**config.mk**
```make
export PLATFORM = sky130hd
export DESIGN_NAME = tx_uart
export DESIGN_NICKNAME = d
export VERILOG_FILES = /design/src/rtl/tx_uart.sv
export SDC_FILE = /design/constraint.sdc
export NUM_CORES = 1
export LEC_CHECK = 0
export ABC_AREA = 1
export ABC_CLOCK_PERIOD_IN_PS = 1470
export CAP_MARGIN = 20
export CELL_PAD_IN_SITES_DETAIL_PLACEMENT = 0
export CELL_PAD_IN_SITES_GLOBAL_PLACEMENT = 1
export CORE_MARGIN = 1
export CORE_UTILIZATION = 34
export CTS_CLUSTER_SIZE = 25
export DETAILED_ROUTE_END_ITERATION = 16
export GPL_ROUTABILITY_DRIVEN = 0
export PLACE_DENSITY_LB_ADDON = 0.1
export SLEW_MARGIN = 20
export SYNTH_ARGS = -nofsm -noshare
export SYNTH_HDL_FRONTEND = slang
export SYNTH_SLANG_ARGS = --single-unit
export TNS_END_PERCENT = 10
```
**constraint.sdc**
```tcl
create_clock -name i_clock -period 1.47 [get_ports i_clock]
set_input_delay 0.147 -clock i_clock [delete_from_list [all_inputs] [get_ports i_clock]]
set_output_delay 0.147 -clock i_clock [all_outputs]
set_load 0.005 [all_outputs]
```
**src/rtl/tx_uart.sv**
```systemverilog
// UART serial transmitter: start bit, LSB-first data, optional parity, stop period.
// Bit timing is driven by the shared 16x baud tick used as a clock enable; dbg_state exposes the FSM (IDLE = 0).
module tx_uart #(
    parameter int NB_DATA         = 8,
    parameter int NB_COUNT        = 5,
    parameter int NB_DATA_COUNT   = 4,
    parameter int TICKS_PER_BIT   = 16,
    parameter int N_TICKS_TO_STOP = 16,
    parameter int PARITY_EN       = 0,
    parameter int PARITY_ODD      = 0
) (
    input  logic               i_clock,
    input  logic               i_reset,
    input  logic               i_s_tick,
    input  logic               i_tx_start,
    input  logic [NB_DATA-1:0] i_data,
    output logic               o_tx,
    output logic               o_tx_busy,
    output logic               o_tx_done_tick,
    output logic [2:0]         dbg_state
);

    typedef enum logic [2:0] {
        IDLE   = 3'd0,
        START  = 3'd1,
        DATA   = 3'd2,
        PARITY = 3'd3,
        STOP   = 3'd4
    } state_t;

    localparam logic [NB_COUNT-1:0]      TICK_LAST = NB_COUNT'(TICKS_PER_BIT - 1);
    localparam logic [NB_COUNT-1:0]      STOP_LAST = NB_COUNT'(N_TICKS_TO_STOP - 1);
    localparam logic [NB_DATA_COUNT-1:0] BIT_LAST  = NB_DATA_COUNT'(NB_DATA - 1);
    localparam logic [NB_COUNT-1:0]      TICK_ONE  = NB_COUNT'(1);
    localparam logic [NB_DATA_COUNT-1:0] BIT_ONE   = NB_DATA_COUNT'(1);

    state_t                   state_reg, state_next;
    logic [NB_COUNT-1:0]      tick_reg, tick_next;
    logic [NB_DATA_COUNT-1:0] bit_reg, bit_next;
    logic [NB_DATA-1:0]       shift_reg, shift_next;
    logic                     par_reg, par_next;
    logic                     tx_reg, tx_next;

    always_ff @(posedge i_clock) begin
        if (i_reset) begin
            state_reg <= IDLE;
            tick_reg  <= '0;
            bit_reg   <= '0;
            shift_reg <= '0;
            par_reg   <= 1'b0;
            tx_reg    <= 1'b1;
        end else begin
            state_reg <= state_next;
            tick_reg  <= tick_next;
            bit_reg   <= bit_next;
            shift_reg <= shift_next;
            par_reg   <= par_next;
            tx_reg    <= tx_next;
        end
    end

    always_comb begin
        state_next     = state_reg;
        tick_next      = tick_reg;
        bit_next       = bit_reg;
        shift_next     = shift_reg;
        par_next       = par_reg;
        o_tx_done_tick = 1'b0;
        case (state_reg)
            IDLE: begin
                if (i_tx_start) begin
                    // Parity is fixed from the accepted byte, since the shift register is consumed.
                    shift_next = i_data;
                    par_next   = (^i_data) ^ (PARITY_ODD != 0);
                    tick_next  = '0;
                    bit_next   = '0;
                    state_next = START;
                end
            end
            START: begin
                if (i_s_tick) begin
                    if (tick_reg == TICK_LAST) begin
                        tick_next  = '0;
                        state_next = DATA;
                    end else begin
                        tick_next = tick_reg + TICK_ONE;
                    end
                end
            end
            DATA: begin
                if (i_s_tick) begin
                    if (tick_reg == TICK_LAST) begin
                        tick_next  = '0;
                        shift_next = shift_reg >> 1;
                        if (bit_reg == BIT_LAST) begin
                            bit_next   = '0;
                            state_next = (PARITY_EN != 0) ? PARITY : STOP;
                        end else begin
                            bit_next = bit_reg + BIT_ONE;
                        end
                    end else begin
                        tick_next = tick_reg + TICK_ONE;
                    end
                end
            end
            PARITY: begin
                if (i_s_tick) begin
                    if (tick_reg == TICK_LAST) begin
                        tick_next  = '0;
                        state_next = STOP;
                    end else begin
                        tick_next = tick_reg + TICK_ONE;
                    end
                end
            end
            STOP: begin
                if (i_s_tick) begin
                    if (tick_reg == STOP_LAST) begin
                        tick_next      = '0;
                        o_tx_done_tick = 1'b1;
                        state_next     = IDLE;
                    end else begin
                        tick_next = tick_reg + TICK_ONE;
                    end
                end
            end
            default: state_next = IDLE;
        endcase
    end

    // Line level is registered from the next state so o_tx changes on the same edge as the state.
    always_comb begin
        tx_next = 1'b1;
        case (state_next)
            START:   tx_next = 1'b0;
            DATA:    tx_next = shift_next[0];
            PARITY:  tx_next = par_next;
            default: tx_next = 1'b1;
        endcase
    end

    assign o_tx      = tx_reg;
    assign o_tx_busy = (state_reg != IDLE);
    assign dbg_state = state_reg;

endmodule

```
# ---- Yosys cells after proc, flatten, opt, wreduce, memory -nomap -nowiden
# Cells that the tools add are included.
# W data, S select, Z words.
dict set report totals {
  register_bits 22
  output_inout_bits 6
  word_cells 60
}
dict set report classes {
  n_addsub 2
  eq_ne 13
  muxes 30
  reduce_logical 8
}
# op count
set ops {}
lappend ops {{$mux W3} 10}
lappend ops {{$mux W8} 3}
lappend ops {{$mux W4} 4}
lappend ops {{$pmux W8 S2} 1}
lappend ops {{$mux W5} 3}
lappend ops {{$pmux W3 S5} 1}
lappend ops {{$eq A3 B2 Y1 const B} 4}
lappend ops {{$pmux W5 S2} 1}
lappend ops {{$pmux W4 S2} 1}
lappend ops {{$reduce_xor A8 Y1} 1}
lappend ops {{$eq A3 B1 Y1 const B} 2}
lappend ops {{$ne A2 B2 Y1 const B} 3}
lappend ops {{$add A5 B1 Y5 const B} 1}
lappend ops {{$eq A5 B4 Y1 const B} 1}
lappend ops {{$mux W1} 5}
lappend ops {{$add A4 B1 Y4 const B} 1}
lappend ops {{$eq A4 B3 Y1 const B} 1}
lappend ops {{$reduce_and A4 Y1} 1}
lappend ops {{$reduce_bool A2 Y1} 2}
lappend ops {{$reduce_or A4 Y1} 1}
lappend ops {{$eq A3 B3 Y1 const B} 1}
lappend ops {{$logic_not A3 Y1} 1}
lappend ops {{$pmux W1 S3} 1}
lappend ops {{$reduce_and A3 Y1} 1}
lappend ops {{2 further kinds} 2}

# ---- Longest topological paths before layout
# Gate-level depths: netlist of run 1.
dict set report depth {
  ltp_word 7
  mapped_depth 11
  mapped_depth_nobuf 11
}

# ---- Worst setup path after synthesis of run 1
# OpenSTA, ideal clock, no wires.
dict set report synth_timing {
  path_kind {reg2reg}
  startpoint {register tick_reg[0]}
  endpoint {register tx_reg, in the netlist o_tx}
  setup_time_ps 124
  arrival_time_ps 1288
  required_time_ps 1346
  setup_slack_ps 57
  path_stages_with_launch 11
  n_path_buf 0
  period_less_slack_ps 1413
  path_cell_list {dfxtp_1 ha_1 nand3_1 nor2_2 nand2_1 clkinv_1 nand2_1 nand2_1 nand3_1 nand2_1 nand3_1}
}
dict set report synth_via {
  elab_chain_len 6
  word_cells_on_any_way 17
  classes_between {eq/ne: 4; mux: 13}
}
# element line
set synth_lines {}
lappend synth_lines {{start: declaration} 38} ;# logic [NB_COUNT-1:0] tick_reg, tick_next;
lappend synth_lines {{start signal: assignment} 54} ;# tick_reg <= tick_next;
lappend synth_lines {{$eq A5 B4 Y1 *} -}
lappend synth_lines {{$mux W3, on equally long branches (2 in a row)} -}
lappend synth_lines {{$pmux W3 S5} 69} ;# case (state_reg)
lappend synth_lines {{$eq A3 B2 Y1 or $eq A3 B1 Y1 (tied branches)} 134} ;# case (state_next)
lappend synth_lines {{$pmux W1 S3 *} 134}
lappend synth_lines {{end signal: assignment} 58} ;# tx_reg <= tx_next;
lappend synth_lines {{end: declaration} 42} ;# logic tx_reg, tx_next;
# Mark *: on every way between the ends. The rest lies on a longest branch, timed or not. The select of a mux whose other input is x is not followed.
# A chain may end at the register's enable or synchronous reset.

# ---- Worst setup path in the final report of run 1
dict set report layout_timing {
  startpoint {register tick_reg[1]}
  endpoint {output o_tx_done_tick}
}
dict set report layout_via {
  elab_chain_len 4
}
# element line
set layout_lines {}
lappend layout_lines {{$eq A5 B4 Y1} 118} ;# if (tick_reg == STOP_LAST) begin
lappend layout_lines {{$mux W1} 118}
lappend layout_lines {{$mux W1} 117} ;# if (i_s_tick) begin
lappend layout_lines {{$mux W1} 69}
lappend layout_lines {{end: declaration} 19} ;# output logic o_tx_done_tick,
# No other way between the ends.

==> results of run 1 <==
[cell type report]
| type | instances | share of cell area [%] |
|---|---|---|
| timing repair buffer | 38 | 18.1 |
| clock buffer | 3 | 2.27 |
| sequential | 22 | 24.5 |
| multi-input combinational | 153 | 44.6 |
| tap | 48 | 3.30 |
| inverter | 33 | 7.28 |
[report_power, final]
group	leakage (nW)	total, mW	internal, mW	switching (mW)
sequential	0.182	0.637	0.622	0.0144
clock	0.0216	0.363	0.182	0.180
combinational	0.667	0.285	0.127	0.158
total	0.870	1.28	0.931	0.353
[final timing paths]
path | start | end
setup / recovery | tick_reg[1] | o_tx_done_tick
hold / removal | shift_reg[4] | shift_reg[4]
setup reg to reg | tick_reg[1] | o_tx
hold reg to reg | shift_reg[4] | shift_reg[4]
[logic make-up after synthesis]
family	count (synthesis)	synth area share [%]
buffers and inverters	35	9.98
DFF	22	33.5
adders and majority gates	2	1.90
AOI/OAI and AO/OA	30	13.2
xor gates and xnor gates	2	1.33
and+or+nand+nor	119	40.1
[per-layer routing]
layer	up-vias	GRT usage, %	wire, um
li1	735	-	-
met1	636	21.1	1570
met2	23	32.6	1680
met3	4	1.79	102
met4	0	6.67	38
met5	-	0	0
[placed cells by master, fill, tap and decap left out, types with 2 or more instances in the layout]
| cell | n |
|---|---|
| o21ai_0 | 2 |
| inv_2 | 7 |
| inv_1 | 23 |
| buf_6 | 2 |
| clkbuf_8 | 3 |
| nor2_4 | 4 |
| nand2_4 | 2 |
| inv_4 | 2 |
| nand2_2 | 3 |
| dfxtp_2 | 5 |
| a21oi_1 | 18 |
| clkdlybuf4s50_1 | 15 |
| nand3_1 | 10 |
| nor2_1 | 22 |
| nand2_1 | 69 |
| buf_4 | 19 |
| dfxtp_1 | 17 |
| a22oi_1 | 6 |
| nand3_4 | 2 |
| nand3_2 | 3 |
[what timing repair did]
| action | CTS | global route |
|---|---|---|
| pin swaps | 1 | 3 |
| gates resized for setup | 16 | 13 |
| setup buffers | 2 | 5 |
| endpoints found under the setup margin | 12 | 17 |
| gates cloned | 0 | 0 |
[through the flow]
stage               std cells  util, %  area (um^2)
finish                    297     49.4         1820
global route              297     49.4         1820
CTS                       292     47.0         1730
detailed placement        287     44.6         1640
global placement          287     44.6         1640
floorplan                 210        -         1320
[worst max-delay path: stages (launching register included)]
cell	delay (ns)
dfxtp_2	0.37
ha_4	0.16
nand3_4	0.09
nor2_4	0.13
nand2_2	0.08
buf_6	0.12
nor2_1	0.07
buf_2	0.12
==> reports/qor_table.md, run 1 <==
| Item | Reported |
|:---|:---|
| Flip-flop count of the largest register after layout | 8 |
| H-tree levels | 1 |
| Drt via density | 4.71 |
| Endpoint kind of the worst setup timing path | output port |
| Maximum clock path buffer count | 2 |
| Die extent in y | 64.2 um |
| Pins Over Slew Limit | 0 |
| Clk Tree Root Cell | clkbuf_8 |
| Vias in the first global route | 1343 |
| Width of the die | 64.2 um |
| Headroom to the max-slew limit | 78.9% |
| Worst reg-to-reg setup slack | -0.03 ns |
| Final worst-path setup slack | -0.0590 ns |
| Leak Pwr | 0.870 nW |
| Unrepaired setup endpoints after global routing | true |
| CORE AREA | 3690 um^2 |
| Synth Register Bits | 22 |
| Area fraction of the dominant cell type after synthesis | 33.5% |
| Register area | 447 um^2 |
| Layout overhead on the synthesized area | 38.4% |
| Aggregate global routing overflow | 0 |
| Total wire length after detailed routing | 3390 um |
| Clock tree from TritonCTS | built |
| Number of hold violations in the final report | 0 |
| Type of the worst min-delay path | reg -> reg |
| Remaining design rule violation count | 0 |
| Filler instances | 370 |
| Violations in the final reports | negative setup slack |
| Count of cells along the worst hold path | 2 |
| Routed length per instance | 11.4 um |
| Row count | 22 |
| Clock-pin slew on the worst setup and hold paths | 0.08 ns |
| Required time reported for the critical path endpoint | 1.32 ns |
| Antenna violations before repair | 0 |
| Fraction of the cycle the final worst path needs | 104% |
| Async S/R FF share, synth | 0% |
| Max-cap viol count | 0 |
| Port Buffers | 17 |
| Worst IR Drop VDD | 0.452 mV |
| Top-count cell post-synth | nand2_1 |
| Element type at the critical path start | flop |
| Power Dens Cells | 705 nW/um^2 |
| Final critical-path required period | 1.53 ns |
| Count of endpoints failing setup in the final report | 3 |
| Status | finished, violations left |
| Sinks on Clock Net | 22 |
| Wire length of the first global-routing pass | 5770 um |
| Critical path class | reg -> out |
| Antenna fix cells | 0 |
| Most used DFF post-synth | dfxtp_1 |
| CP max FO | 2 |
| DIE AREA | 4120 um^2 |
| Arrival time of the worst setup path | 1.38 ns |
| Post-synthesis instance area | 1320 um^2 |
| Net count after synthesis | 224 |
| Transition at the pin with the smallest max-transition slack | 0.316 ns |
| EDFF count, synth | 0 |
| Count of distinct cell types in the synthesized netlist | 25 |
| Ratio of cells with drive above 1 in the final layout | 23.7% |
| Total global routing track utilization | 17.8% |
| 1st-iter DRT viols | 41 |
| Worst hold margin | 0.466 ns |
| Dpl ws | -0.0898 ns |
| Post-CTS Hold Buffers | 0 |
| Total half-perimeter wirelength after legalization and detailed placement | 2410 um |
| Top area cells in the synthesized netlist | dfxtp_1 (33%), nand2_1 (20%), a21oi_1 (6.8%), inv_1 (6.6%), nor2_1 (6.6%) |
| Syn_area_per_cell | 6.27 um^2 |
| Layout Nets | 265 |
| Worst reg-to-reg path cell count | 11 |
| Multi-input gate area in the final layout | 812 um^2 |
| Post-Syn Instances | 210 |
| Effective utilization at floorplan | 35.7% |
| Total negative slack for setup checks | -0.0986 ns |
| Cell accounting for the most synthesized area | dfxtp_1 |
| Maximum clock rate | 654 MHz |
| Antenna violation net count after detailed routing | 0 |
| CTS Buf Count | 3 |
| Pin count of the biggest net entering global routing | 16 |
| Clk_lat worst skew | 0.25 ns |
| Total chip power | 1.28 mW |
| Total number of yosys warnings | 0 |
| Clk_skew | 0.00482 ns |
| Detailed-routing iteration count for the pre-antenna-repair pass | 4 |
| Ports | 18 |
| Post-synthesis sequential area ratio | 33.5% |
| Routed via count | 1398 |
| Ranking of synthesized cells by instance count | nand2_1 (70), inv_1 (23), nor2_1 (23) |
No activity file was read; power rests on OpenSTA's default activity.
==> inputs of run 2 (changes only) <==
Settings changed: ABC_AREA 1 to unset, ABC_CLOCK_PERIOD_IN_PS 1470 to unset, CORE_UTILIZATION 34 to 35.
==> reports/qor_table.md, run 2 <==
| Item | Reported |
|:---|:---|
| Commonest non-fill, non-tap cell in the layout | buf_4 |
| Total number of yosys warnings | 0 |
| Ports | 18 |
| Clock tree from TritonCTS | built |
| Drt via density | 5.00 |
| Status | finished, violations left |
| DIE AREA | 3410 um^2 |
| Worst reg-to-reg setup slack | -0.16 ns |
| Filler instances | 319 |
| Area fraction of the dominant cell type after synthesis | 39.6% |
| Vias in the first global route | 1033 |
| Violations in the final reports | negative setup slack |
| Antenna fix cells | 0 |
| Port Buffers | 17 |
| Final critical-path required period | 1.63 ns |
| Switching part of the total | 25.2% |
| Layout Nets | 193 |
| Share of the core filled with cells in the final layout | 56.0% |
| Net count after synthesis | 143 |
| Arrival time of the worst setup path | 1.82 ns |
| Worst hold margin | 0.471 ns |
| Total chip power | 1.22 mW |
| Type of the worst min-delay path | reg -> reg |
| Critical path class | reg -> reg |
| Width of the die | 58.4 um |
| Aggregate global routing overflow | 0 |
| Clock-pin slew on the worst setup and hold paths | 0.12 ns |
| Unrepaired setup endpoints after global routing | true |
| H-tree levels | 1 |
| Fraction of the cycle the final worst path needs | 111% |
| Leak Pwr | 0.666 nW |
| CTS Buf Count | 3 |
| Antenna violation net count after detailed routing | 0 |
| Clk Tree Root Cell | clkbuf_4 |
| Clk_skew | 0.00561 ns |
| Total half-perimeter wirelength after legalization and detailed placement | 2020 um |
| Pins Over Slew Limit | 0 |
| Register area | 454 um^2 |
| Routed via count | 1110 |
| Endpoint kind of the worst setup timing path | flop |
| Ratio of cells with drive above 1 in the final layout | 32.0% |
| Flip-flop count of the largest register after layout | 8 |
| Post-synthesis sequential area ratio | 39.6% |
| Total wire length after detailed routing | 2640 um |
| Top area cells in the synthesized netlist | dfxtp_1 (40%), xnor2_1 (6.3%), a22oi_1 (6.1%), a21oi_1 (5.4%), nor2_1 (4.7%) |
| Remaining design rule violation count | 0 |
| Count of endpoints failing setup in the final report | 10 |
| Maximum clock rate | 615 MHz |
| Post-synthesis instance area | 1110 um^2 |
| Cell accounting for the most synthesized area | dfxtp_1 |
| Power Dens Cells | 717 nW/um^2 |
| Share of total power in sequential cells | 52.6% |
| Number of hold violations in the final report | 0 |
| Top-count cell post-synth | dfxtp_1 |
| Async S/R FF share, synth | 0% |
| 1st-iter DRT viols | 33 |
| Combinational cell fraction of total power | 20.0% |
| Worst IR Drop VDD | 0.347 mV |
| Leading cell types in the layout, fill and taps excluded | buf_4 (31), dfxtp_1 (17), nor2_1 (14), clkdlybuf4s50_1 (12), a21oi_1 (11) |
| Maximum clock path buffer count | 2 |
| Pin count of the biggest net entering global routing | 13 |
| Effective utilization at floorplan | 36.8% |
| Row count | 20 |
| Clk_lat worst skew | 0.31 ns |
| EDFF count, synth | 0 |
| CORE AREA | 3030 um^2 |
| Element type at the critical path start | flop |
| CP max FO | 6 |
| Synth Register Bits | 22 |
| Detailed-routing iteration count for the pre-antenna-repair pass | 4 |
| Wire length of the first global-routing pass | 4440 um |
| Switching component of the power | 0.306 mW |
| Ranking of synthesized cells by instance count | dfxtp_1 (22), nor2_1 (14), a21oi_1 (12) |
| Routed length per instance | 11.9 um |
| Transition at the pin with the smallest max-transition slack | 0.374 ns |
| Most used DFF post-synth | dfxtp_1 |
| Headroom to the max-slew limit | 74.8% |
| Sinks on Clock Net | 22 |
| Syn_area_per_cell | 8.63 um^2 |
| Total global routing track utilization | 17.0% |
| Post-Syn Instances | 129 |
| Clock power frac | 27.5% |
| Final worst-path setup slack | -0.156 ns |
| Die extent in y | 58.4 um |
| Layout overhead on the synthesized area | 52.2% |
| Antenna violations before repair | 0 |
| Internal | 0.909 mW |
| Count of distinct cell types in the synthesized netlist | 37 |
| Multi-input gate area in the final layout | 709 um^2 |
| Max-cap viol count | 0 |
| Required time reported for the critical path endpoint | 1.66 ns |
run 2: cell count changes after synthesis, moves of 4 or more:
cell     delta
nand2_1    -60
a21oi_1     -6
xnor2_1     +7
nand3_1     -9
inv_2       -8
a31oi_1     +4
nand2_2     -4
nor2_1      -9
inv_1      -21
run 2: timing repair:
item | in CTS | in global routing
hold buffers | 0 | 0
gates resized for setup | 28 | 8
endpoints found under the setup margin | 22 | 20
setup buffers | 2 | 1
pin swaps | 3 | 3
run 2: kinds of logic (layout without fill, tap and decap cells):
kind of cell	Yosys count	count (layout)	share of synthesized area, %
XOR/XNOR	9	9	7.08
AND/OR/NAND/NOR	51	51	26.6
flip-flops	22	22	39.6
adder cells (fa/ha/maj)	2	2	2.25
buffers and inverters	8	57	2.92
AO/OA/AOI/OAI	37	37	21.6
run 2: through the flow:
| step | cells | TNS [ns] | area [um^2] | setup WS [ns] |
|---|---|---|---|---|
| 6_report | 222 | -0.430 | 1700 | -0.156 |
| 5_1_grt | 222 | -1.73 | 1700 | -0.219 |
| 4_1_cts | 221 | -0.548 | 1670 | -0.141 |
| 3_5_place_dp | 215 | -3.38 | 1550 | -0.385 |
| 3_3_place_gp | 215 | -3.22 | 1550 | -0.360 |
| 2_1_floorplan | 129 | -0.500 | 1120 | -0.113 |
run 2: path summary, 6_finish.rpt:
| kind | startpoint | end | cells past startpoint |
|---|---|---|---|
| worst min-delay path | shift_reg[1] | shift_reg[1] | 2 |
| worst min register to register | shift_reg[1] | shift_reg[1] | 2 |
| worst max register to register | dbg_state[2] | o_tx | 7 |
| worst max-delay path | dbg_state[2] | o_tx | 7 |
run 2: final cells by class:
type | instances | area share [%]
Tap cell | 44 | 3.25
Inverter | 2 | 0.443
Multi-Input combinational cell | 99 | 41.8
Clock buffer | 4 | 2.14
Sequential cell | 22 | 26.8
Timing Repair Buffer | 51 | 25.5
run 2: power by group through the flow:
stage	clock (mW)	sequential, mW	combinational (mW)
floorplan	0	0.646	0.129
global placement	0	0.652	0.232
detailed placement	0	0.652	0.234
CTS	0.352	0.638	0.241
global route	0.373	0.642	0.268
finish	0.334	0.639	0.243
run 2: critical path: stages (launching register included):
cell and delay, ns:
dfxtp_4 0.41, buf_6 0.11, or3b_4 0.14, nor3_4 0.04, buf_4 0.14, a221o_1 0.35
o31ai_1 0.21, nand3_1 0.11
run 2: metal layers:
metal	part of all wire (%)	global-route usage (%)	routed length [um]	vias to the layer above
met2	50	29.6	1330	20
met5	0	0	0	-
met1	45	21.3	1200	521
met3	3.6	1.98	94	2
met4	0.68	7.14	18	0
li1	-	-	-	567
==> inputs of run 3 (changes only) <==
Settings changed: SETUP_SLACK_MARGIN set to 0.2.
==> reports/qor_table.md, run 3 (same netlist as run 2, synthesis figures left out) <==
| Item | Reported |
|:---|:---|
| Status | finished, violations left |
| Violations in the final reports | negative setup slack |
| Row count | 20 |
| Detailed-routing iteration count for the pre-antenna-repair pass | 4 |
| Leading cell types in the layout, fill and taps excluded | buf_4 (30), dfxtp_1 (15), nor2_1 (12), a21oi_1 (12), clkdlybuf4s50_1 (11) |
| Arrival time of the worst setup path | 1.81 ns |
| Critical Path Most Common Cell | buf_4 |
| Port Buffers | 17 |
| Drt via density | 4.89 |
| Transition at the pin with the smallest max-transition slack | 0.402 ns |
| Total chip power | 1.24 mW |
| 1st-iter DRT viols | 29 |
| Flip-flop count of the largest register after layout | 8 |
| Pin count of the biggest net entering global routing | 13 |
| Max-cap viol count | 0 |
| Total half-perimeter wirelength after legalization and detailed placement | 2010 um |
| Die extent in y | 58.4 um |
| Total wire length after detailed routing | 2720 um |
| Type of the worst min-delay path | reg -> reg |
| Fraction of the cycle the final worst path needs | 109% |
| List of cells traversed by the critical path | buf_12 -> nor4b_4 -> buf_4 -> buf_4 -> and2_1 -> a221o_1 -> o31ai_2 -> nand3_1 |
| CP max FO | 4 |
| H-tree levels | 1 |
| Sinks on Clock Net | 22 |
| Vias in the first global route | 1015 |
| Clk Tree Root Cell | clkbuf_4 |
| Maximum clock path buffer count | 2 |
| Clock-pin slew on the worst setup and hold paths | 0.12 ns |
| Master of the slowest instance on the critical path | dfxtp_4 |
| Post-CTS Hold Buffers | 0 |
| Buffers and inverters on the worst path | 3 |
| Maximum clock rate | 622 MHz |
| Wire length of the first global-routing pass | 4410 um |
| CTS Buf Count | 3 |
| Headroom to the max-slew limit | 72.9% |
| Ports | 18 |
| Width of the die | 58.4 um |
| Effective utilization at floorplan | 36.8% |
| DIE AREA | 3410 um^2 |
| Required time reported for the critical path endpoint | 1.68 ns |
| CORE AREA | 3030 um^2 |
| Aggregate global routing overflow | 0 |
| Clk_skew | 0.00642 ns |
| Total global routing track utilization | 16.8% |
| Share of the core filled with cells in the final layout | 57.7% |
| Layout overhead on the synthesized area | 57.0% |
| Clk_lat worst skew | 0.31 ns |
| Clock tree from TritonCTS | built |
| Routed length per instance | 12.2 um |
| Gate family responsible for the most delay along the worst path | compound AO/OA/AOI/OAI gates |
| Ratio of cells with drive above 1 in the final layout | 37.8% |
| Remaining design rule violation count | 0 |
| Leak Pwr | 0.674 nW |
| Antenna violations before repair | 0 |
| Filler instances | 300 |
| Final worst-path setup slack | -0.137 ns |
| Routed via count | 1095 |
| Layout Nets | 195 |
| Highest cell delay on the worst timing path | 0.39 ns |
| Number of hold violations in the final report | 0 |
| Final critical-path required period | 1.61 ns |
| Endpoint kind of the worst setup timing path | flop |
| Power Dens Cells | 707 nW/um^2 |
| Pins Over Slew Limit | 0 |
| Commonest non-fill, non-tap cell in the layout | buf_4 |
| Antenna violation net count after detailed routing | 0 |
| Element type at the critical path start | flop |
| Critical path class | reg -> reg |
| Unrepaired setup endpoints after global routing | true |
| Count of endpoints failing setup in the final report | 10 |
| Antenna fix cells | 0 |
| Worst IR Drop VDD | 0.525 mV |
[run 3: report_power, final]
| part | internal [mW] | switching, mW | total, mW |
|---|---|---|---|
| clock network | 0.151 | 0.190 | 0.341 |
| logic | 0.149 | 0.108 | 0.257 |
| registers | 0.619 | 0.0182 | 0.637 |
| total | 0.919 | 0.316 | 1.24 |
[run 3: path summary, 6_finish.rpt]
kind	slack [ns]	depth (start not counted)	end	from
max	-0.14	8	o_tx	dbg_state[2]
min	0.47	2	shift_reg[3]	shift_reg[3]
max reg2reg	-0.14	8	o_tx	dbg_state[2]
min reg2reg	0.47	2	shift_reg[3]	shift_reg[3]
[run 3: cell type report]
type                    instances  area (um^2)  area share, %
clock buffers                   4         36.3           2.08
inverters                       2         7.51          0.429
multi-input cells              99          733           41.9
flip-flops and latches         22          457           26.1
well taps                      44         55.1           3.15
repair buffers                 53          459           26.3
[run 3: what timing repair did]
action / in CTS / in global routing
setup endpoints to repair: 28 / 25
resized for setup: 43 / 9
pin swaps: 21 / 9
setup buffers: 5 / 0
cloned: 0 / 0
[run 3: stage by stage]
stage | TNS, ns | cell area [um^2] | setup WS [ns] | hold slack [ns] | instances
global route | -1.57 | 1750 | -0.200 | 0.486 | 224
global placement | -3.22 | 1550 | -0.361 | 0.445 | 215
detailed placement | -3.20 | 1550 | -0.365 | 0.451 | 215
floorplan | -0.500 | 1120 | -0.113 | 0.308 | 129
finish | -0.377 | 1750 | -0.137 | 0.467 | 224
CTS | -0.636 | 1720 | -0.185 | 0.470 | 224
[run 3: tightest hold or removal path: cells and delay by family (launching register included)]
family          cells  cell delay (ns)
compound gates      1             0.05
simple gates        1             0.05
flops               1             0.33
[run 3: per-layer routing]
layer	global-route usage [%]	vias to the layer above	part of all wire [%]
met4	7.14	0	0.66
met1	20.7	499	45
met3	1.98	2	3.6
met5	0	-	0
li1	-	570	-
met2	29.7	24	50
